[src/rtl/fir_pkg.sv]
// fir_pkg: shared tap count, coefficient table and FSM state type for fir_mac_sched
package fir_pkg;
  localparam int NTAP = 9;
  localparam int COEF [NTAP] = '{2, 0, 6, 18, -32, 18, 6, 0, 2};
  typedef enum logic [1:0] {IDLE, MAC, HOLD} state_t;
endpackage

[src/rtl/add16se_2U6.sv]
// add16se_2U6: approximate 16-bit adder, exact upper 14 bits, OR-approximated low 2 bits (no carry out of them)
//   a, b : addends; o : wrapped 16-bit approximate sum
module add16se_2U6 (
  input  logic [15:0] a,
  input  logic [15:0] b,
  output logic [15:0] o
);
  assign o = {a[15:2] + b[15:2], a[1:0] | b[1:0]};
endmodule

[src/rtl/fir_acc_add.sv]
// fir_acc_add: accumulator adder, exact with FIR_EXACT_ADD_EN defined, otherwise add16se_2U6 (DW must be 16)
//   a : product, b : accumulator, s : DW-bit wrapped sum
module fir_acc_add #(
  parameter int DW = 16
) (
  input  logic [DW-1:0] a,
  input  logic [DW-1:0] b,
  output logic [DW-1:0] s
);
`ifdef FIR_EXACT_ADD_EN
  assign s = a + b;
`else
  if (DW != 16) begin : g_dw_chk
    $error("fir_acc_add: approximate adder requires DW == 16");
  end
  add16se_2U6 u_add (.a(a), .b(b), .o(s));
`endif
endmodule

[src/rtl/fir_mac_sched.sv]
// fir_mac_sched: 9-tap FIR, one shared multiplier and accumulator, one sample per 11 cycles
//   clk, rst             : clock, synchronous active-high reset
//   x, in_valid, in_ready : input sample handshake (accepted only in IDLE)
//   y, out_valid, out_ready : result handshake (held in HOLD until out_ready)
//   busy                 : high while not IDLE
//   FIR_EXACT_ADD_EN     : selects the exact accumulator adder instead of add16se_2U6
module fir_mac_sched
  import fir_pkg::*;
#(
  parameter int DW   = 16,
  parameter int NTAP = fir_pkg::NTAP
) (
  input  logic                 clk,
  input  logic                 rst,
  input  logic signed [DW-1:0] x,
  input  logic                 in_valid,
  output logic                 in_ready,
  output logic signed [DW-1:0] y,
  output logic                 out_valid,
  input  logic                 out_ready,
  output logic                 busy
);
  if (NTAP != 9) begin : g_ntap_chk
    $error("fir_mac_sched: NTAP must be 9");
  end
  state_t        state;
  logic [DW-1:0] buffer [NTAP];
  logic [DW-1:0] acc, coef, prod, sum;
  logic [3:0]    wr_ptr, tap, rd_ptr;
  logic [4:0]    rd_sum;
  // wr_ptr already points past the newest sample, so newest-tap = wr_ptr-1-tap (mod 9)
  always_comb begin
    rd_sum = 5'(wr_ptr) + 5'd8 - 5'(tap);
    rd_ptr = rd_sum >= 5'd9 ? 4'(rd_sum - 5'd9) : rd_sum[3:0];
    coef   = DW'(COEF[tap]);
    prod   = coef * buffer[rd_ptr];
  end
  fir_acc_add #(.DW(DW)) u_acc_add (.a(prod), .b(acc), .s(sum));
  assign in_ready = state == IDLE;
  assign busy     = state != IDLE;
  always_ff @(posedge clk) begin
    if (rst) begin
      state     <= IDLE;
      acc       <= '0;
      tap       <= '0;
      wr_ptr    <= '0;
      y         <= '0;
      out_valid <= 1'b0;
      for (int i = 0; i < NTAP; i++) buffer[i] <= '0;
    end else begin
      case (state)
        IDLE: if (in_valid) begin
          buffer[wr_ptr] <= x;
          wr_ptr         <= wr_ptr == 4'(NTAP - 1) ? 4'd0 : wr_ptr + 4'd1;
          acc            <= '0;
          tap            <= '0;
          state          <= MAC;
        end
        MAC: begin
          acc <= sum;
          tap <= tap + 4'd1;
          if (tap == 4'(NTAP - 1)) begin
            y         <= sum;
            out_valid <= 1'b1;
            state     <= HOLD;
          end
        end
        HOLD: if (out_ready) begin
          out_valid <= 1'b0;
          state     <= IDLE;
        end
        default: state <= IDLE;
      endcase
    end
  end
endmodule

[config.mk]
export PLATFORM = sky130hd
export DESIGN_NAME = fir_mac_sched
export DESIGN_NICKNAME = d
export VERILOG_FILES = /design/src/rtl/fir_pkg.sv /design/src/rtl/add16se_2U6.sv /design/src/rtl/fir_acc_add.sv /design/src/rtl/fir_mac_sched.sv
export SDC_FILE = /design/constraint.sdc
export NUM_CORES = 1
export LEC_CHECK = 0
export ABC_AREA = 1
export CORE_AREA = 2 2 254 256
export DETAILED_ROUTE_END_ITERATION = 8
export DIE_AREA = 0 0 256 258
export GPL_TIMING_DRIVEN = 1
export PLACE_DENSITY = 0.44
export SLEW_MARGIN = 20
export SYNTH_ARGS = -nofsm -noshare
export SYNTH_HDL_FRONTEND = slang
export SYNTH_HIERARCHICAL = 1
export SYNTH_SLANG_ARGS = --single-unit
[constraint.sdc]
create_clock -name clk -period 15.5 [get_ports clk]
set_input_delay 2.325 -clock clk [delete_from_list [all_inputs] [get_ports clk]]
set_output_delay 2.325 -clock clk [all_outputs]
set_load 0.05 [all_outputs]
==> results of run 1 <==
-- per-layer routing --
layer / up-vias / track usage / part of all wire
met5: - / 0 / 0
met2: 124 / 0.2359 / 0.49
met3: 47 / 0.01551 / 0.025
met4: 0 / 0.03021 / 0.016
li1: 5615 / - / -
met1: 5515 / 0.1715 / 0.47
-- tightest hold or removal path, cell delays in order, from the launching register on --
cell and delay, ps:
dfxtp_1 310, nand2_1 60, a21oi_1 50
-- how the worst min path moves through the flow --
stage,start,to,slack (ps),cells after the start
floorplan,acc[0],acc[0],440,2
CTS,acc[0],acc[0],460,2
global placement,acc[1],acc[1],440,2
global route,acc[0],acc[0],470,2
finish,acc[0],acc[0],460,2
detailed placement,acc[0],acc[0],460,2
-- layout make-up --
cell class	count	area share
Sequential cell	283	0.4453
Clock buffer	41	0.04841
Inverter	170	0.03522
Multi-Input combinational cell	1172	0.3720
Clock inverter	17	0.01133
Timing Repair Buffer	57	0.02873
Tap cell	855	0.05904
-- cells by family (layout without fill, tap and decap cells) --
| logic type | count (synthesis) | after routing | share of synthesized area |
|---|---|---|---|
| buffers and inverters | 238 | 285 | 0.06198 |
| and+or+nand+nor | 937 | 937 | 0.2541 |
| xor gates and xnor gates | 27 | 27 | 0.01599 |
| other | 1 | 1 | 0.0002385 |
| adders and majority gates | 132 | 132 | 0.1275 |
| DFF | 283 | 283 | 0.5130 |
| AOI/OAI and AO/OA | 75 | 75 | 0.02713 |
-- registers in the layout, summed over array words and instances (netlist names) --
name       count
out_valid      1
wr_ptr         4
buffer       240
state          2
acc           16
tap            4
y             16
-- per-stage QoR --
| stage | worst slack, ps | instance area, um^2 |
|---|---|---|
| 3_5_place_dp | 5310 | 17040 |
| 3_3_place_gp | 5324 | 17030 |
| 4_1_cts | 5276 | 18120 |
| 5_1_grt | 4635 | 18120 |
| 2_1_floorplan | 7067 | 15730 |
| 6_report | 5446 | 18120 |
-- cell usage in the layout (no fill, tap or decap), drive strengths merged, types with 20 or more instances in the layout --
cell type and n:
nand3 240, buf 20, nor2 257, clkdlybuf4s50 37, clkinv 27, dfxtp 43
fa 47, clkbuf 41, nand2 411, inv 156, o21ai 26, edfxtp 240
ha 85, a21oi 39
-- cells in the mapped netlist (all sizes together) (12+ instances only) --
cell,number
xnor2,13
nand3,240
edfxtp,240
xor2,14
clkinv,17
nand2,411
nor2,257
buf,42
fa,47
clkbuf,26
a21oi,39
inv,153
ha,85
nor3,12
dfxtp,43
o21ai,26
-- report_power, final --
| group | leakage [uW] | switching [uW] | total (uW) | internal (uW) |
|---|---|---|---|---|
| Clock | 0.000526 | 325 | 784 | 459 |
| Combinational | 0.00414 | 1160 | 1680 | 517 |
| Sequential | 0.00269 | 15.1 | 875 | 860 |
==> impl_metrics.py, run 1 <==
metrics = {
    "status": {
        "outcome": "finished, final reports clean",
    },
    "sta": {
        "fin_crit_sh": 0.6486,
        "relSlewSlack": 0.3043,
        "fin_crit_ps": 10050,
        "worstMarginPinSlew_ps": 1036,
        "hold_violations": 0,
        "whs_ps": 461.1,
        "slew_viol_final": 0,
        "finClkSkew_ps": 30.52,
        "setup_tns_ps": 0,
        "grt_setup_unrepaired": "no",
        "clock.fmax_mhz": 99.46,
        "setup_viol": 0,
    },
    "setup_path": {
        "max_stage_delay_ps": 820,
        "path_depth": 46,
        "worst_path_most_repeated_cell": "nand2_1",
        "cp.buffers_inverters": 9,
        "rrSetupSlack_ps": 5450,
        "critical_path_required_ps": 15920,
        "critPathArrivalTime_ps": 10480,
        "endpoint": "y[15]",
        "start_kind": "flop",
        "cp-end-kind": "flop",
        "path_delay_family": "adder cells",
        "cp_max_fo": 76,
        "r2r-start": "tap[1]",
        "slowest_stage": "buf_4",
        "timing.rr.end": "y[15]",
        "critPathLaunch": "tap[1]",
        "r2r_cells": 46,
        "criticalPathCategory": "flop to flop",
    },
    "detailed_routing": {
        "drc_errors": 0,
        "viasPerCell": 4.355,
        "antenna_left": 0,
        "dr.pass1.iters": 5,
        "wl_um": 43350,
        "drtIter0Drc": 653,
        "num_vias": 11301,
        "wl_per_cell_um": 16.71,
    },
    "layout": {
        "diodes": 0,
        "multiInputGateArea_um2": 6740,
        "utilization": 0.2847,
        "drive_gt1_frac": 0.07241,
        "final_cells": 2595,
        "synthToLayoutAreaGrowth_pct": 15.22,
        "nNetsFinal": 1870,
        "nFillCells": 6724,
        "final-seq-area_um2": 8068,
    },
    "clock_network": {
        "clock-root-buffer": "clkbuf_16",
        "postCtsSetupBuffers": 0,
        "hold_buffers": 0,
        "tritoncts": "yes",
        "numClockSinks": 283,
        "clkTransAtPathRegs_ps": 60,
        "ctsResizeCount": 0,
        "clk_path_buf_depth": 3,
        "clk_latency_ps": 550,
        "cts_buffers": 34,
        "htreeDepth": 2,
    },
    "floorplanning": {
        "io-pin-count": 39,
        "chipWidth_um": 256,
        "initial_core_util": 0.2471,
        "design.core.area_um2": 63650,
        "placementRows": 93,
        "die_height_um": 258,
        "die_area_um2": 66050,
    },
    "synthesis": {
        "synth.cell_area_um2": 15730,
        "synth_edf_count": 240,
        "synthesis.nets": 1845,
        "synth_top_area_share": 0.4583,
        "synth_top_area_cell": "edfxtp_1",
        "ys_types": 44,
        "avgSynthCellArea_um2": 9.288,
        "yosys_warnings": 6,
        "synth.top_cells.by_area": "edfxtp_1, nand2_1, nand3_1",
        "yosysSeqAreaShare": 0.5130,
        "synth_flop_cell": "edfxtp_1",
        "ys_ff_latch": 283,
        "syn_inst": 1693,
        "async_flop_share": 0,
    },
    "place": {
        "numPortBuffers": 37,
        "dpl.hpwl_um": 27680,
        "placed_cells": 2537,
        "gp_congestion": 0.7859,
    },
    "pwr": {
        "pwr_density_cell_nw_per_um2": 184.1,
        "p_leak_uw": 0.007358,
        "power_uw": 3335,
        "ir_worst_vdd_mv": 0.09830,
    },
    "grt": {
        "antenna_found_initial": 0,
        "grt.total_usage": 0.1324,
        "grt_pass1_vias": 11353,
        "grt_max_degree": 77,
        "grt_pass1_wl_um": 67530,
        "grt_overflow": 0,
    },
    "run": {
        "maxCapViolations": 0,
    },
    "hold_path": {
        "hold_path.class": "flop to flop",
    },
}
No activity file was read; power rests on OpenSTA's default activity.
==> inputs of run 2 (changes only) <==
- clock period: 15.5 -> 9.28 ns (I/O delays scaled with it)
==> impl_metrics.py, run 2 (synthesis gave the netlist of run 1 again) <==
metrics = {
    "status": {
        "outcome": "finished, final reports clean",
    },
    "place": {
        "dpl.hpwl_um": 30040,
        "pre_cts_slack_ps": 157.0,
        "placed_area_um2": 17710,
        "numPortBuffers": 37,
        "gp_congestion": 0.8041,
    },
    "sta": {
        "hold_violations": 0,
        "clock.fmax_mhz": 114.5,
        "grt_setup_unrepaired": "yes",
        "slew_viol_final": 0,
        "finClkSkew_ps": 16.57,
        "whs_ps": 460.6,
        "fin_crit_sh": 0.9411,
        "fin_crit_ps": 8733,
        "worstMarginPinSlew_ps": 1007,
        "worst_slack_ps": 547.0,
        "relSlewSlack": 0.3265,
        "setup_viol": 0,
    },
    "layout": {
        "regMostFlops": "buffer",
        "final_common_cell": "nand2_1",
        "nFillCells": 6675,
        "multiInputGateArea_um2": 6852,
        "layout_common_cells": "nand2_1, nor2_1, edfxtp_1",
        "synthToLayoutAreaGrowth_pct": 20.78,
        "largest_register_ffs": 240,
        "nNetsFinal": 1952,
        "final_cell_area_um2": 18990,
        "diodes": 0,
        "utilization": 0.2984,
        "final-seq-area_um2": 8070,
        "drive_gt1_frac": 0.1288,
        "reg_top3": "buffer x240, acc x16, y x16",
    },
    "grt": {
        "grt_pass1_wl_um": 69190,
        "grt_max_degree": 39,
        "grt_pass1_vias": 11731,
        "grt.total_usage": 0.1349,
        "grt_overflow": 0,
        "antenna_found_initial": 0,
    },
    "pwr": {
        "pwr_density_cell_nw_per_um2": 317.8,
        "p_leak_uw": 0.007842,
        "ir_worst_vdd_mv": 0.1574,
        "power_uw": 6036,
    },
    "floorplanning": {
        "placementRows": 93,
        "chipWidth_um": 256,
        "design.core.area_um2": 63650,
        "die_height_um": 258,
        "io-pin-count": 39,
        "initial_core_util": 0.2471,
        "die_area_um2": 66050,
    },
    "clock_network": {
        "clkTransAtPathRegs_ps": 60,
        "cts_buffers": 31,
        "numClockSinks": 283,
        "htreeDepth": 1,
        "clock-root-buffer": "clkbuf_16",
        "hold_buffers": 0,
        "clk_path_buf_depth": 3,
        "tritoncts": "yes",
        "clk_latency_ps": 590,
    },
    "setup_path": {
        "slowest_stage": "fa_1",
        "cp-end-kind": "flop",
        "cp_max_fo": 15,
        "rrSetupSlack_ps": 550,
        "start_kind": "flop",
        "criticalPathCategory": "flop to flop",
        "critPathArrivalTime_ps": 9200,
        "critical_path_required_ps": 9750,
        "r2r-start": "tap[1]",
        "timing.rr.end": "y[13]",
        "max_stage_delay_ps": 550,
        "r2r_cells": 40,
    },
    "hold_path": {
        "hold_path.class": "flop to flop",
        "hold_start": "acc[1]",
        "holdPathEnd": "acc[1]",
        "holdPathStages": 2,
    },
    "detailed_routing": {
        "drtIter0Drc": 706,
        "wl_um": 45030,
        "num_vias": 11698,
        "dr.pass1.iters": 5,
        "wl_per_cell_um": 16.80,
        "antenna_left": 0,
        "drc_errors": 0,
        "viasPerCell": 4.365,
    },
    "run": {
        "maxCapViolations": 0,
    },
}
## run 2: cell types whose count changed in the layout (fill, tap and decap cells not counted), moves of 3 or more
| cell | delta |
|---|---|
| buf_12 | +10 |
| nand2_1 | -5 |
| clkbuf_1 | -3 |
| nand2_4 | +3 |
| nor2_1 | -4 |
| nand2_2 | +3 |
| o21ai_1 | +5 |
| nand3_2 | +3 |
| nand3_1 | -3 |
| o21ai_0 | -6 |
| buf_4 | +70 |
## run 2: layer usage
metal  vias to the layer above  GRT usage  share of wire
met4                         0    0.03655          0.023
met5                         -          0              0
li1                       5791          -              -
met2                       177     0.2431           0.50
met3                        50    0.01394          0.033
met1                      5680     0.1715           0.45
## run 2: timing repair
action	4_1_cts	5_1_grt
buffers inserted	0	9
gates resized for setup	0	39
setup endpoints to repair	0	8
## run 2: how the worst max path moves through the flow
stage               startpoint  endpoint  slack [ps]  depth (start not counted)
floorplan               tap[1]     y[15]         850                         43
detailed placement   wr_ptr[0]     y[15]         160                         49
global route            tap[1]     y[15]         -40                         48
finish                  tap[1]     y[13]         550                         40
CTS                  wr_ptr[0]     y[15]         100                         47
global placement     wr_ptr[0]     y[15]         170                         47
## run 2: final cells by class
cell class	instances	share of cell area
sequential	283	0.4249
multi-input combinational	1173	0.3608
clock buffer	40	0.04493
timing repair buffer	141	0.06957
inverter	170	0.03386
tap	855	0.05633
clock inverter	18	0.009619
## run 2: power breakdown
group          switching (uW)  internal [uW]
registers                26.0           1440
logic                    2070           1250
clock network             528            734
## run 2: worst max-delay path, delay by kind of cell (launching register included)
kind / cells / cell delay, ps
buffers and inverters: 10 / 1130
AOI/OAI and AO/OA: 2 / 330
DFF: 1 / 340
and+or+nand+nor: 17 / 2040
adders and majority gates: 11 / 4730
## run 2: metrics by stage
| step | TNS (ps) | std cells |
|---|---|---|
| after floorplan | 0 | 1693 |
| after global placement | 0 | 2612 |
| after detailed placement | 0 | 2612 |
| after CTS | 0 | 2670 |
| after global routing | -80.86 | 2680 |
| final | 0 | 2680 |
